[config.mk]
export PLATFORM = sky130hd
export DESIGN_NAME = cdb_arbiter_flat
export DESIGN_NICKNAME = d
export VERILOG_FILES = /design/src/rtl/cdb_arbiter_if.sv /design/src/rtl/cdb_arbiter.sv /design/src/flat_wrapper.sv
export SDC_FILE = /design/constraint.sdc
export NUM_CORES = 1
export LEC_CHECK = 0
export CAP_MARGIN = 40
export CORE_MARGIN = 10
export CORE_UTILIZATION = 45
export DETAILED_ROUTE_END_ITERATION = 16
export MAX_ROUTING_LAYER = met4
export PLACE_DENSITY = 0.72
export SLEW_MARGIN = 5
export SYNTH_ARGS = -nofsm -noshare
export SYNTH_HDL_FRONTEND = slang
export SYNTH_SLANG_ARGS = --single-unit
[constraint.sdc]
create_clock -name clk -period 7.1 [get_ports clk]
set_input_delay 1.775 -clock clk [delete_from_list [all_inputs] [get_ports clk]]
set_output_delay 1.775 -clock clk [all_outputs]
set_load 0.05 [all_outputs]
[src/rtl/cdb_arbiter_if.sv]
// Result-offer and broadcast signals between the execution units and the
// common-data-bus arbiter.
interface cdb_arbiter_if #(
    parameter int ROB_W  = 4,
    parameter int DATA_W = 32
);
    logic              alu_valid;
    logic [ROB_W-1:0]  alu_tag;
    logic [DATA_W-1:0] alu_data;
    logic              alu_ready;

    logic              ls_valid;
    logic [ROB_W-1:0]  ls_tag;
    logic [DATA_W-1:0] ls_data;
    logic              ls_ready;

    logic              br_valid;
    logic [ROB_W-1:0]  br_tag;
    logic [DATA_W-1:0] br_data;
    logic              br_ready;

    logic              cdb_valid;
    logic [ROB_W-1:0]  cdb_rob_tag;
    logic [DATA_W-1:0] cdb_data;

    modport master (
        output alu_valid, alu_tag, alu_data,
        output ls_valid, ls_tag, ls_data,
        output br_valid, br_tag, br_data,
        input  alu_ready, ls_ready, br_ready,
        input  cdb_valid, cdb_rob_tag, cdb_data
    );

    modport slave (
        input  alu_valid, alu_tag, alu_data,
        input  ls_valid, ls_tag, ls_data,
        input  br_valid, br_tag, br_data,
        output alu_ready, ls_ready, br_ready,
        output cdb_valid, cdb_rob_tag, cdb_data
    );
endinterface

[src/rtl/cdb_arbiter.sv]
// Common data bus arbiter: one holding slot per execution unit, round-robin
// grant among full slots, one registered broadcast per cycle.
module cdb_slot #(
    parameter int ROB_W  = 4,
    parameter int DATA_W = 32
) (
    input  logic              clk,
    input  logic              rst,
    input  logic              ena,
    input  logic              flush,
    input  logic              valid,
    input  logic [ROB_W-1:0]  tag,
    input  logic [DATA_W-1:0] data,
    input  logic              grant,
    output logic              ready,
    output logic              full,
    output logic [ROB_W-1:0]  buf_tag,
    output logic [DATA_W-1:0] buf_data
);
    // A slot being drained this cycle can take a new result at the same edge.
    assign ready = ena & ~flush & (~full | grant);

    always_ff @(posedge clk or posedge rst) begin
        if (rst) begin
            full     <= 1'b0;
            buf_tag  <= '0;
            buf_data <= '0;
        end else if (flush) begin
            full <= 1'b0;
        end else if (ena) begin
            if (valid && ready && tag != '0) begin
                full     <= 1'b1;
                buf_tag  <= tag;
                buf_data <= data;
            end else if (grant) begin
                full <= 1'b0;
            end
        end
    end
endmodule

module cdb_arbiter #(
    parameter int ROB_W  = 4,
    parameter int DATA_W = 32
) (
    input  logic         clk,
    input  logic         rst,
    input  logic         ena,
    input  logic         flush,
    cdb_arbiter_if.slave bus
);
    localparam int NREQ = 3;

    logic [NREQ-1:0]             valid, ready, full, grant;
    logic [NREQ-1:0][ROB_W-1:0]  tag, buf_tag;
    logic [NREQ-1:0][DATA_W-1:0] data, buf_data;
    logic [1:0]                  last_winner, win, idx;
    logic                        any;

    assign valid = {bus.br_valid, bus.ls_valid, bus.alu_valid};
    assign tag   = {bus.br_tag,   bus.ls_tag,   bus.alu_tag};
    assign data  = {bus.br_data,  bus.ls_data,  bus.alu_data};

    assign bus.alu_ready = ready[0];
    assign bus.ls_ready  = ready[1];
    assign bus.br_ready  = ready[2];

    for (genvar i = 0; i < NREQ; i++) begin : g_slot
        cdb_slot #(.ROB_W(ROB_W), .DATA_W(DATA_W)) u_slot (
            .clk      (clk),
            .rst      (rst),
            .ena      (ena),
            .flush    (flush),
            .valid    (valid[i]),
            .tag      (tag[i]),
            .data     (data[i]),
            .grant    (grant[i]),
            .ready    (ready[i]),
            .full     (full[i]),
            .buf_tag  (buf_tag[i]),
            .buf_data (buf_data[i])
        );
    end

    // Round-robin: scan starting just after the previous winner.
    always_comb begin
        grant = '0;
        win   = 2'd0;
        any   = 1'b0;
        idx   = 2'd0;
        for (int k = 0; k < NREQ; k++) begin
            idx = 2'((int'(last_winner) + 1 + k) % NREQ);
            if (!any && full[idx]) begin
                grant[idx] = 1'b1;
                win        = idx;
                any        = 1'b1;
            end
        end
    end

    always_ff @(posedge clk or posedge rst) begin
        if (rst) begin
            bus.cdb_valid   <= 1'b0;
            bus.cdb_rob_tag <= '0;
            bus.cdb_data    <= '0;
            last_winner     <= 2'd2;
        end else if (flush) begin
            bus.cdb_valid   <= 1'b0;
            bus.cdb_rob_tag <= '0;
            last_winner     <= 2'd2;
        end else if (ena) begin
            if (any) begin
                bus.cdb_valid   <= 1'b1;
                bus.cdb_rob_tag <= buf_tag[win];
                bus.cdb_data    <= buf_data[win];
                last_winner     <= win;
            end else begin
                // Tag forced to zero so idle cycles never match a waiting consumer.
                bus.cdb_valid   <= 1'b0;
                bus.cdb_rob_tag <= '0;
            end
        end
    end
endmodule

[src/flat_wrapper.sv]
// flat-port wrapper written by rule: the top's interface ports become plain ports
module cdb_arbiter_flat 
#(
    parameter int ROB_W  = 4,
    parameter int DATA_W = 32
)
  (clk, rst, ena, flush, bus_alu_valid, bus_alu_tag, bus_alu_data, bus_ls_valid, bus_ls_tag, bus_ls_data, bus_br_valid, bus_br_tag, bus_br_data, bus_alu_ready, bus_ls_ready, bus_br_ready, bus_cdb_valid, bus_cdb_rob_tag, bus_cdb_data);
  cdb_arbiter_if #(.ROB_W(ROB_W), .DATA_W(DATA_W)) bus_i ();
  input  logic clk;
  input  logic rst;
  input  logic ena;
  input  logic flush;
  input wire logic [$bits(bus_i.alu_valid)-1:0] bus_alu_valid;
  input wire logic [$bits(bus_i.alu_tag)-1:0] bus_alu_tag;
  input wire logic [$bits(bus_i.alu_data)-1:0] bus_alu_data;
  input wire logic [$bits(bus_i.ls_valid)-1:0] bus_ls_valid;
  input wire logic [$bits(bus_i.ls_tag)-1:0] bus_ls_tag;
  input wire logic [$bits(bus_i.ls_data)-1:0] bus_ls_data;
  input wire logic [$bits(bus_i.br_valid)-1:0] bus_br_valid;
  input wire logic [$bits(bus_i.br_tag)-1:0] bus_br_tag;
  input wire logic [$bits(bus_i.br_data)-1:0] bus_br_data;
  output wire logic [$bits(bus_i.alu_ready)-1:0] bus_alu_ready;
  output wire logic [$bits(bus_i.ls_ready)-1:0] bus_ls_ready;
  output wire logic [$bits(bus_i.br_ready)-1:0] bus_br_ready;
  output wire logic [$bits(bus_i.cdb_valid)-1:0] bus_cdb_valid;
  output wire logic [$bits(bus_i.cdb_rob_tag)-1:0] bus_cdb_rob_tag;
  output wire logic [$bits(bus_i.cdb_data)-1:0] bus_cdb_data;
  assign bus_i.alu_valid = bus_alu_valid;
  assign bus_i.alu_tag = bus_alu_tag;
  assign bus_i.alu_data = bus_alu_data;
  assign bus_i.ls_valid = bus_ls_valid;
  assign bus_i.ls_tag = bus_ls_tag;
  assign bus_i.ls_data = bus_ls_data;
  assign bus_i.br_valid = bus_br_valid;
  assign bus_i.br_tag = bus_br_tag;
  assign bus_i.br_data = bus_br_data;
  assign bus_alu_ready = bus_i.alu_ready;
  assign bus_ls_ready = bus_i.ls_ready;
  assign bus_br_ready = bus_i.br_ready;
  assign bus_cdb_valid = bus_i.cdb_valid;
  assign bus_cdb_rob_tag = bus_i.cdb_rob_tag;
  assign bus_cdb_data = bus_i.cdb_data;
  cdb_arbiter #(.ROB_W(ROB_W), .DATA_W(DATA_W)) u_core (.clk(clk), .rst(rst), .ena(ena), .flush(flush), .bus(bus_i));
endmodule
**Word-level counts from Yosys, hierarchy flattened**

Cells that the tools add are included.
W data, S select, Z words.

- Bits in registers: 150
- Input bits: 115
- Output and inout port bits: 40
- Logic and storage cells: 114

- Add/subtract/negate cells: 3
- Div/mod/pow operators: 3
- Magnitude comparators: 7
- Muxes and demuxes: 46
- Bitwise logic cells: 13
- Reduce and logical (&&, ||, !) cells: 29

Operator list:

| operator | count |
|---|---|
| $mod A32 B3 Y32 const B | 3 |
| $bmux W32 S2 | 1 |
| $add A32 B2 Y32 const B | 1 |
| $add A32 B3 Y32 const B | 1 |
| $mux W32 | 1 |
| $mux W1 | 24 |
| $mux W4 | 4 |
| $lt A2 B3 Y1 const B | 4 |
| $mux W2 | 6 |
| $reduce_and A3 Y1 | 4 |
| $reduce_bool A4 Y1 | 3 |
| $logic_and A1 B1 Y1 | 11 |
| $mux W3 | 3 |
| $reduce_bool A3 Y1 | 3 |
| $bmux W4 S2 | 1 |
| $reduce_and A2 Y1 | 4 |
| $bmux W1 S2 | 3 |
| $demux W1 S2 | 3 |
| $ge A2 B1 Y1 const B | 3 |
| $or A3 B3 Y3 | 2 |
| $and A1 B1 Y1 | 4 |
| $not A1 Y1 | 4 |
| $reduce_bool A2 Y1 | 2 |
| $add A2 B1 Y3 const B | 1 |
| other kinds (2) | 5 |

**Depth between registers and ports, before layout**

Gate-level depths: netlist of run 1.

- Depth in word-level cells: 18
- Gate-level depth with buffers: 11
- Gate-level depth less buffers: 8

**By module**

From an unflattened synthesis of run 1, not the netlist that was laid out.

- Cell total of the unflattened synthesis: 492
- Area total of the unflattened synthesis: 7004.2 um2

By module, submodules not included:

| module | times used | cells each | area an instance (um2) | sequential area each (um2) |
|---|---|---|---|---|
| cdb_slot | 3 | 87 | 1555.2 | 925.9 |
| cdb_arbiter | 1 | 231 | 2338.5 | 977.2 |

**Worst setup path before layout of run 1**

OpenSTA, ideal clock, no wires.

- Path type: input-to-output
- From: input port flush
- To: output port bus_ls_ready
- Data arrival time: 2956 ps
- Data required time: 5325 ps
- Path slack: 2369 ps
- Stages: 5
- Buffers on the path: 3
- Cell sequence: clkbuf_1 nor2b_1 buf_2 clkbuf_1 and2_1

- Cells in the longest elaborated chain, start to end: 3

Ends and longest elaborated chain:

| element | line | text |
|---|---|---|
| start: declaration | flat_wrapper.sv:12 | `input logic flush;` |
| $not A1 Y1 (no line) | -- |  |
| $and A1 B1 Y1 (2 in series) | cdb_arbiter.sv:21 | `assign ready = ena & ~flush & (~full \| grant);` |
| end: declaration | flat_wrapper.sv:23 | `output wire logic [$bits(bus_i.ls_ready)-1:0] bus_ls_ready;` |

No other way between the ends.

**Final worst setup path of run 1**

- From: input port ena
- To: output port bus_alu_ready

- Cells in the longest elaborated chain, start to end: 2

Ends and longest elaborated chain:

| element | line | text |
|---|---|---|
| start: declaration | flat_wrapper.sv:11 | `input logic ena;` |
| $and A1 B1 Y1 (2 in series) | cdb_arbiter.sv:21 |  |
| end: declaration | flat_wrapper.sv:22 | `output wire logic [$bits(bus_i.alu_ready)-1:0] bus_alu_ready;` |

No other way between the ends.

==> impl_metrics.toml, run 1 <==
[logic_synthesis]
ys.flop_type = "dfrtp_1"
syn-num-nets = 665
synth_cell_types = 52
yosys-top-cells-area = "dfrtp_1, mux2_4, mux2_2, mux2i_1, a211oi_1"
synth.area.mux_share_pct = 25.2
yosys.area_share.simple_pct = 7.97
synthAdderAreaFrac_pct = 0.700
synthArstFlopShare_pct = 100
synth_top_cell_by_area = "dfrtp_1"
synth_compound_area_share_pct = 9.37
synth_xor_area_share_pct = 0
synth_seq_area_share_pct = 52.5
avgSynthCellArea_um2 = 13.1
synth_top_family_by_area = "multiplexers"
syn_inst = 546
syn-cell-area_um2 = 7150
yosysWarnings = 0
ys_seq_elements = 150
netlist.area_leader.share_pct = 52.2
synth_edf_count = 0

[sta]
final.setup_skew_ps = 6.50
hold_violations = 0
rsz0062_at_grt = "false"
final.min_clock_period_ps = 5620
max_slew_margin_pct = 44.6
fin_ws_ps = 1480
tns_ps = 0
fmax_mhz = 178
tightestPinTransition_ps = 830
min_period_over_period_pct = 79.2
drv_slew = 0
setup_viol = 0

[drt]
drt_wl_total_um = 18500
wire_per_inst_um = 20.2
routed_via_density = 5.42
drc = 0
ant_nets = 0
vias = 4989
drtPass1Iterations = 4
first_iter_violations = 346

[floorplan]
dieArea_um2 = 21300
io_pins = 155
die_h_um = 146
core_area_um2 = 15700
num_rows = 46
die_w_um = 146
start_util_pct = 45.5

[global_routing]
grtUsageMet1_pct = 22.5
antenna_found_initial = 2
grt_usage_pct = 18.2
grt_pass1_vias = 5631
grt_util_met3_pct = 4.60
grt_max_degree = 98
grt_overflow = 0
busiest_layer = "met2"
grt_pass1_wl_um = 30200
grtUsageMet2_pct = 28.2

[status]
status = "finished, final reports clean"

[clocking]
cts_sinks = 150
cts_setup_buffers = 0
htree_levels = 4
clk_pin_slew_ps = 60
insertion_delay_ps = 420
clk_path_buf_depth = 2
clock-root-buffer = "clkbuf_16"
tritoncts = "done"
cts_buffers = 17
postCtsHoldBufs = 0
ctsResizeCount = 0

[worst_setup_path]
cp-start-kind = "input port"
crit_top_cell = "clkdlybuf4s50_1"
cp-startpoint = "ena"
endpoint_kind = "primary output"
crit_type = "input port to primary output"
rr_startpoint = "u_core.last_winner[1]"
cpPeakStageDelay_ps = 840
crit_chain = "clkdlybuf4s50_1, nand2b_1, a21oi_1, clkdlybuf4s50_1"
cp.arrival_ps = 3850
endpoint = "bus_alu_ready"
cp.depth = 4
reg2reg_depth = 8
critPathTopFamily = "buffers and inverters"
required_ps = 5330
reg2reg_slack_ps = 3030
crit_fanout = 14
r2r-end = "u_core.bus.cdb_data[12]"
critPathSlowestCell = "clkdlybuf4s50_1"
critPathBufInv = 2

[finish]
final_core_util_pct = 59.9
nets = 809
syn2layout_area_growth_pct = 31.7
post_route_cells_drive_above_1_share_pct = 22.6
fin_area_um2 = 9410

[hold_path]
hold_path.class = "flip-flop to flip-flop"
whs_path_depth = 2

[pwr]
p_total_mw = 3.54
peakVddDrop_uv = 222
p_per_area_nw_per_um2 = 376
leakagePower_nw = 3.92

[placed_design]
gp_congestion = 0.881
placed_area_um2 = 8860
post-place-ws_ps = 1490
dp_hpwl_um = 12900
io_buffers = 154

[run]
maxCapViolations = 0
==> per-layer routing <==
| metal | up-vias | wire length [um] | share of wire, % |
|---|---|---|---|
| met5 | - | 0 | 0 |
| met4 | 0 | 364 | 2.0 |
| met3 | 34 | 913 | 4.9 |
| met2 | 159 | 8950 | 48 |
| met1 | 2510 | 8320 | 45 |
| li1 | 2286 | - | - |
==> power by group <==
part	switching [mW]	internal, mW
sequential	0.190	1.14
clock	0.337	0.504
combinational	0.775	0.594
==> worst min-delay path by stage <==
| stage | start | to | slack, ps |
|---|---|---|---|
| after global routing | u_core.bus.cdb_valid | u_core.bus.cdb_valid | 510 |
| after global placement | u_core.g_slot[1].u_slot.buf_data[24] | u_core.g_slot[1].u_slot.buf_data[24] | 470 |
| final | u_core.bus.cdb_valid | u_core.bus.cdb_valid | 480 |
| after floorplan | u_core.g_slot[1].u_slot.buf_data[23] | u_core.g_slot[1].u_slot.buf_data[23] | 460 |
| after CTS | u_core.bus.cdb_valid | u_core.bus.cdb_valid | 480 |
| after detailed placement | u_core.bus.cdb_valid | u_core.bus.cdb_valid | 470 |
==> cell usage after synthesis, types with 3 or more instances <==
cell / number
a211oi_1: 33
nand2_1: 18
nand3_1: 4
mux2_4: 61
clkbuf_1: 13
ha_1: 4
mux2_2: 43
a21oi_1: 38
dfrtp_1: 149
nor3_1: 36
nor2b_1: 5
buf_6: 8
and3_1: 4
a32o_1: 4
nor2_1: 9
buf_2: 11
buf_12: 3
inv_1: 7
and3b_1: 4
nand2b_1: 9
o21ai_0: 3
a31oi_1: 4
nor4_1: 5
mux2i_1: 38
==> final cells by class <==
| type | count | area, um^2 |
|---|---|---|
| inverter | 7 | 31.3 |
| sequential | 150 | 3750 |
| timing repair buffer | 163 | 1670 |
| multi-input combinational | 351 | 3130 |
| clock buffer | 22 | 474 |
| tap | 216 | 270 |
| clock inverter | 9 | 77.6 |
| antenna | 2 | 5.00 |
| fill | 1246 | 6300 |
==> kinds of logic (layout without fill, tap and decap cells) <==
family	after synthesis	after routing
DFF	150	150
other	0	2
buffers and inverters	45	201
muxes	144	144
adders and majority gates	4	4
AOI/OAI and AO/OA	98	98
and+or+nand+nor	105	105
==> metrics by stage <==
stage / hold WS [ps] / std cells
4_1_cts: 481 / 918
3_3_place_gp: 474 / 884
3_5_place_dp: 466 / 887
5_1_grt: 506 / 920
2_1_floorplan: 458 / 546
6_report: 477 / 920
==> worst min-delay path, cell delays in order (launching register included) <==
cell and delay, ps:
dfrtp_1 340, nand2_1 50, nand2_1 50
==> registers in the layout (all words and copies together) (netlist names) <==
signal,cells
u_core.g_slot.u_slot.buf_tag,12
u_core.bus.cdb_data,32
u_core.bus.cdb_rob_tag,4
u_core.last_winner,2
u_core.g_slot.u_slot.buf_data,96
u_core.bus.cdb_valid,1
u_core.g_slot.u_slot.full,3
==> layout by cell type (no fill, tap or decap), types with 2 or more instances in the layout <==
| cell | instances |
|---|---|
| a21oi_1 | 36 |
| mux2_4 | 61 |
| ha_1 | 4 |
| diode_2 | 2 |
| buf_4 | 6 |
| nand3b_1 | 2 |
| dfrtp_1 | 149 |
| nand2b_1 | 9 |
| nor4_1 | 5 |
| a211oi_1 | 33 |
| o21a_1 | 2 |
| clkinv_2 | 5 |
| nand3_1 | 4 |
| nor2_1 | 9 |
| nor2b_1 | 3 |
| clkbuf_8 | 3 |
| nor2b_4 | 2 |
| nor3_1 | 36 |
| clkinvlp_4 | 3 |
| and3_1 | 4 |
| mux2_2 | 43 |
| nand2_1 | 18 |
| and2_1 | 2 |
| clkbuf_1 | 2 |
| mux2_1 | 2 |
| mux2i_1 | 38 |
| buf_16 | 3 |
| a21oi_4 | 2 |
| clkdlybuf4s50_1 | 154 |
| clkbuf_16 | 17 |
| a31oi_1 | 4 |
| o21ai_0 | 3 |
| inv_1 | 6 |
| a32o_1 | 4 |
| and3b_1 | 4 |
Power figures use the tool's default switching activity.
==> run 2, diff against run 1 <==
- PLACE_DENSITY: 0.72 -> 0.75
- clock period: 7.1 -> 4.9 ns (I/O delays scaled with it)
==> run 2 against run 1 <==
Net effect:
- design area up 1.3%
- non-clock buffer count up 4
- cell count up 0.22%
- power up 51%
- critical path type is now flip-flop to primary output
- highest routed layer unchanged
==> impl_metrics.toml, run 2 (synthesis gave the netlist of run 1 again) <==
[worst_setup_path]
cpPeakStageDelay_ps = 830
critPathBufInv = 2
crit_chain = "inv_1, ha_1, nand2b_1, a21oi_2, or2_2, a21boi_1, a21oi_1, clkdlybuf4s50_1"
endpoint_kind = "primary output"
crit_fanout = 9
critPathTopFamily = "buffers and inverters"
cp-start-kind = "flip-flop"
cp.arrival_ps = 3170
crit_type = "flip-flop to primary output"
critPathSlowestCell = "clkdlybuf4s50_1"
required_ps = 3670

[sta]
max_slew_margin_pct = 48.8
hold_slack_ps = 491
tns_ps = 0
setup_viol = 0
tightestPinTransition_ps = 766
drv_slew = 0
min_period_over_period_pct = 89.7
rsz0062_at_grt = "false"
fin_ws_ps = 503
hold_violations = 0
fmax_mhz = 227
final.min_clock_period_ps = 4400
final.setup_skew_ps = 7.30

[clocking]
ctsResizeCount = 0
insertion_delay_ps = 420
clock-root-buffer = "clkbuf_16"
postCtsHoldBufs = 0
cts_sinks = 150
cts_buffers = 17
htree_levels = 4
clk_path_buf_depth = 2
tritoncts = "done"
clk_pin_slew_ps = 60
cts_setup_buffers = 0

[finish]
mostFrequentLayoutCell = "clkdlybuf4s50_1"
fin_area_um2 = 9530
diodes = 0
top_register = "u_core.g_slot.u_slot.buf_data"
nets = 813
largest_register_ffs = 96
top_regs = "u_core.g_slot.u_slot.buf_data: 96 flops, u_core.bus.cdb_data: 32 flops, u_core.g_slot.u_slot.buf_tag: 12 flops"
post_route_cells_drive_above_1_share_pct = 23.5
instances_no_fill = 922
final_cell_mix = "clkdlybuf4s50_1, dfrtp_1, mux2_4"
syn2layout_area_growth_pct = 33.4
final_core_util_pct = 60.7

[placed_design]
dp.cells = 891
gp_congestion = 0.858
dp_hpwl_um = 13300
placed_area_um2 = 8880
io_buffers = 154
post-place-ws_ps = 651

[global_routing]
grt_pass1_wl_um = 30800
grt_pass1_vias = 5713
antenna_found_initial = 0
grt_max_degree = 94
grt_overflow = 0
grt_usage_pct = 18.4

[floorplan]
die_w_um = 146
start_util_pct = 45.5
dieArea_um2 = 21300
io_pins = 155
core_area_um2 = 15700
die_h_um = 146
num_rows = 46

[drt]
vias = 5006
ant_nets = 0
drc = 0
drt_wl_total_um = 18800
routed_via_density = 5.43
wire_per_inst_um = 20.4
drtPass1Iterations = 5
first_iter_violations = 344

[hold_path]
hold_path.class = "flip-flop to flip-flop"

[pwr]
leakagePower_nw = 3.99
p_per_area_nw_per_um2 = 562
p_total_mw = 5.36
peakVddDrop_uv = 405

[run]
maxCapViolations = 0

[status]
status = "finished, final reports clean"
[run 2: final cells by class]
| type | count | area, um^2 |
|---|---|---|
| fill | 1231 | 6180 |
| sequential | 150 | 3750 |
| multi-input combinational | 351 | 3130 |
| timing repair buffer | 167 | 1690 |
| clock buffer | 19 | 453 |
| tap | 216 | 270 |
| clock inverter | 12 | 199 |
| inverter | 7 | 30.0 |
[run 2: final timing paths]
check	slack, ps	end	depth (start not counted)	startpoint
setup reg to reg	1700	u_core.bus.cdb_data[1]	9	u_core.last_winner[0]
hold / removal	490	u_core.g_slot[1].u_slot.buf_tag[3]	1	u_core.g_slot[1].u_slot.buf_tag[3]
hold reg to reg	490	u_core.g_slot[1].u_slot.buf_tag[3]	1	u_core.g_slot[1].u_slot.buf_tag[3]
min in group asynchronous	1120	u_core.g_slot[0].u_slot.buf_data[19]	2	rst
max in group asynchronous	2950	u_core.bus.cdb_data[9]	3	rst
setup / recovery	500	bus_alu_ready	8	u_core.last_winner[1]
[run 2: layer usage]
metal,GRT usage (%),up-vias,share of wire [%]
li1,-,2296,-
met1,23.0,2522,45
met2,29.1,175,49
met3,4.88,13,5.0
met4,4.80,0,0.74
met5,-,-,0
[run 2: report_power, final]
group / switching, mW / internal [mW] / total (mW)
clock: 0.510 / 0.929 / 1.44
sequential: 0.266 / 1.65 / 1.92
combinational: 1.13 / 0.869 / 2.00
==> run 3, diff against run 2 <==
--- a/config.mk
+++ b/config.mk
@@ -11,2 +11,3 @@
 export DETAILED_ROUTE_END_ITERATION = 16
+export GPL_ROUTABILITY_DRIVEN = 0
 export MAX_ROUTING_LAYER = met4
--- a/constraint.sdc
+++ b/constraint.sdc
@@ -3,2 +3,2 @@
 set_output_delay 1.225 -clock clk [all_outputs]
-set_load 0.05 [all_outputs]
+set_load 0.02 [all_outputs]
==> run 3 against run 2 <==
Net effect:
- die area did not move
- setup slack got worse by 53 ps
- global-route usage fell by 0.59 points
- non-clock buffer count fell by 4
- cell count fell by 0.33%
- via count fell by 1.6%
- maximum frequency fell by 1.2%
- largest cell class unchanged
- largest power group is now sequential cells
- highest routed layer unchanged
==> impl_metrics.toml, run 3 (synthesis gave the netlist of run 1 again) <==
[global_routing]
grt_pass1_wl_um = 29700
grt_pass1_vias = 5506
grt_usage_pct = 17.8
grt_overflow = 0
grt_max_degree = 151
antenna_found_initial = 0

[floorplan]
core_area_um2 = 15700
die_w_um = 146
num_rows = 46
io_pins = 155
die_h_um = 146
start_util_pct = 45.5
dieArea_um2 = 21300

[sta]
min_period_over_period_pct = 90.8
tightestPinTransition_ps = 815
setup_viol = 0
max_slew_margin_pct = 45.6
tns_ps = 0
rsz0062_at_grt = "false"
fmax_mhz = 225
drv_slew = 0
hold_violations = 0
final.min_clock_period_ps = 4450
final.setup_skew_ps = 7.75

[drt]
vias = 4924
routed_via_density = 5.36
drc = 0
first_iter_violations = 345
drtPass1Iterations = 4
ant_nets = 0
wire_per_inst_um = 20.1
drt_wl_total_um = 18400

[worst_setup_path]
critPathSlowestCell = "dfstp_2"
reg2reg_slack_ps = 1370
r2r-end = "u_core.bus.cdb_data[19]"
endpoint_kind = "primary output"
reg2reg_depth = 9
cpPeakStageDelay_ps = 560
crit_fanout = 11
critPathBufInv = 1
rr_startpoint = "u_core.last_winner[0]"
required_ps = 3670
cp-start-kind = "flip-flop"
critPathTopFamily = "compound AO/OA/AOI/OAI gates"
crit_chain = "ha_1, mux2i_1, a2bb2oi_1, o211ai_1, and2_1, clkdlybuf4s50_1"
cp-startpoint = "u_core.last_winner[1]"
cp.arrival_ps = 3220
crit_type = "flip-flop to primary output"

[status]
status = "finished, final reports clean"

[clocking]
clk_pin_slew_ps = 60
tritoncts = "done"
insertion_delay_ps = 420
clock-root-buffer = "clkbuf_16"
htree_levels = 4
clk_path_buf_depth = 2
postCtsHoldBufs = 0
cts_setup_buffers = 0
cts_buffers = 17
cts_sinks = 150
ctsResizeCount = 0

[pwr]
p_per_area_nw_per_um2 = 514
pwr-share-seq_pct = 39.8
power_frac_comb_pct = 34.2
sw_frac_of_total_pct = 32.4
clkPwrFrac_pct = 26.0
peakVddDrop_uv = 312
leakagePower_nw = 3.92
power.net_switching_mw = 1.57
p_total_mw = 4.83
internal_power_mw = 3.27

[placed_design]
dp_hpwl_um = 12800
io_buffers = 154

[hold_path]
min_from = "u_core.g_slot[1].u_slot.buf_data[24]"
hold_path.class = "flip-flop to flip-flop"
whs_path_depth = 1
min_to = "u_core.g_slot[1].u_slot.buf_data[24]"

[finish]
post_route_cells_drive_above_1_share_pct = 22.9
seq_area_um2 = 3750
nets = 809
nFillCells = 1235
top_regs = "u_core.g_slot.u_slot.buf_data: 96 flops, u_core.bus.cdb_data: 32 flops, u_core.g_slot.u_slot.buf_tag: 12 flops"
mostFrequentLayoutCell = "clkdlybuf4s50_1"
top_register = "u_core.g_slot.u_slot.buf_data"
final_cell_mix = "clkdlybuf4s50_1, dfrtp_1, mux2_4"
largest_register_ffs = 96
multiInputGateArea_um2 = 3130
syn2layout_area_growth_pct = 31.6

[run]
maxCapViolations = 0
## run 3: cell types whose count changed in the layout (fill, tap and decap cells not counted), sizes merged
cell           previous run  this run
diode                     0         1
bufinv                    5         1
buf                      14         9
clkinv                    4         6
clkdlybuf4s50           153       154
clkbuf                   19        21
## run 3: power by group through the flow
stage                     sequential [mW]  combinational [mW]  clock, mW
final                                1.92                1.65       1.26
after global routing                 1.97                1.78       1.34
after CTS                            1.92                1.67       1.29
after detailed placement             1.93                1.67          0
after global placement               1.93                1.61          0
after floorplan                      2.02               0.916          0
## run 3: through the flow
step	utilization (%)	worst slack, ps	hold slack (ps)	cells	cell area (um^2)
CTS	59.9	445	489	918	9400
global placement	56.0	721	469	886	8800
detailed placement	56.2	694	475	887	8830
global route	59.9	251	503	918	9400
finish	59.9	451	488	919	9410
floorplan	-	1470	458	546	7150
## run 3: area by class of cell
cell class,instances,share of cell area [%]
diodes,1,0.0266
clock buffers,21,5.11
clock inverters,10,1.02
inverters,7,0.319
multi-input cells,351,33.3
flip-flops and latches,150,39.9
well taps,216,2.87
repair buffers,163,17.5
## run 3: metal layers
metal	share of wire, %	vias up	GRT usage, %
met5	0	-	-
met4	0.75	0	4.75
met3	5.0	11	4.70
met2	49	157	27.6
met1	45	2472	22.8
li1	-	2284	-
## run 3: how the worst max path moves through the flow
stage | end | slack, ps | depth (start not counted)
after global routing | bus_ls_ready | 250 | 9
after detailed placement | bus_alu_ready | 690 | 4
final | bus_ls_ready | 450 | 6
after global placement | bus_alu_ready | 720 | 4
after floorplan | bus_ls_ready | 1470 | 5
after CTS | bus_ls_ready | 450 | 6
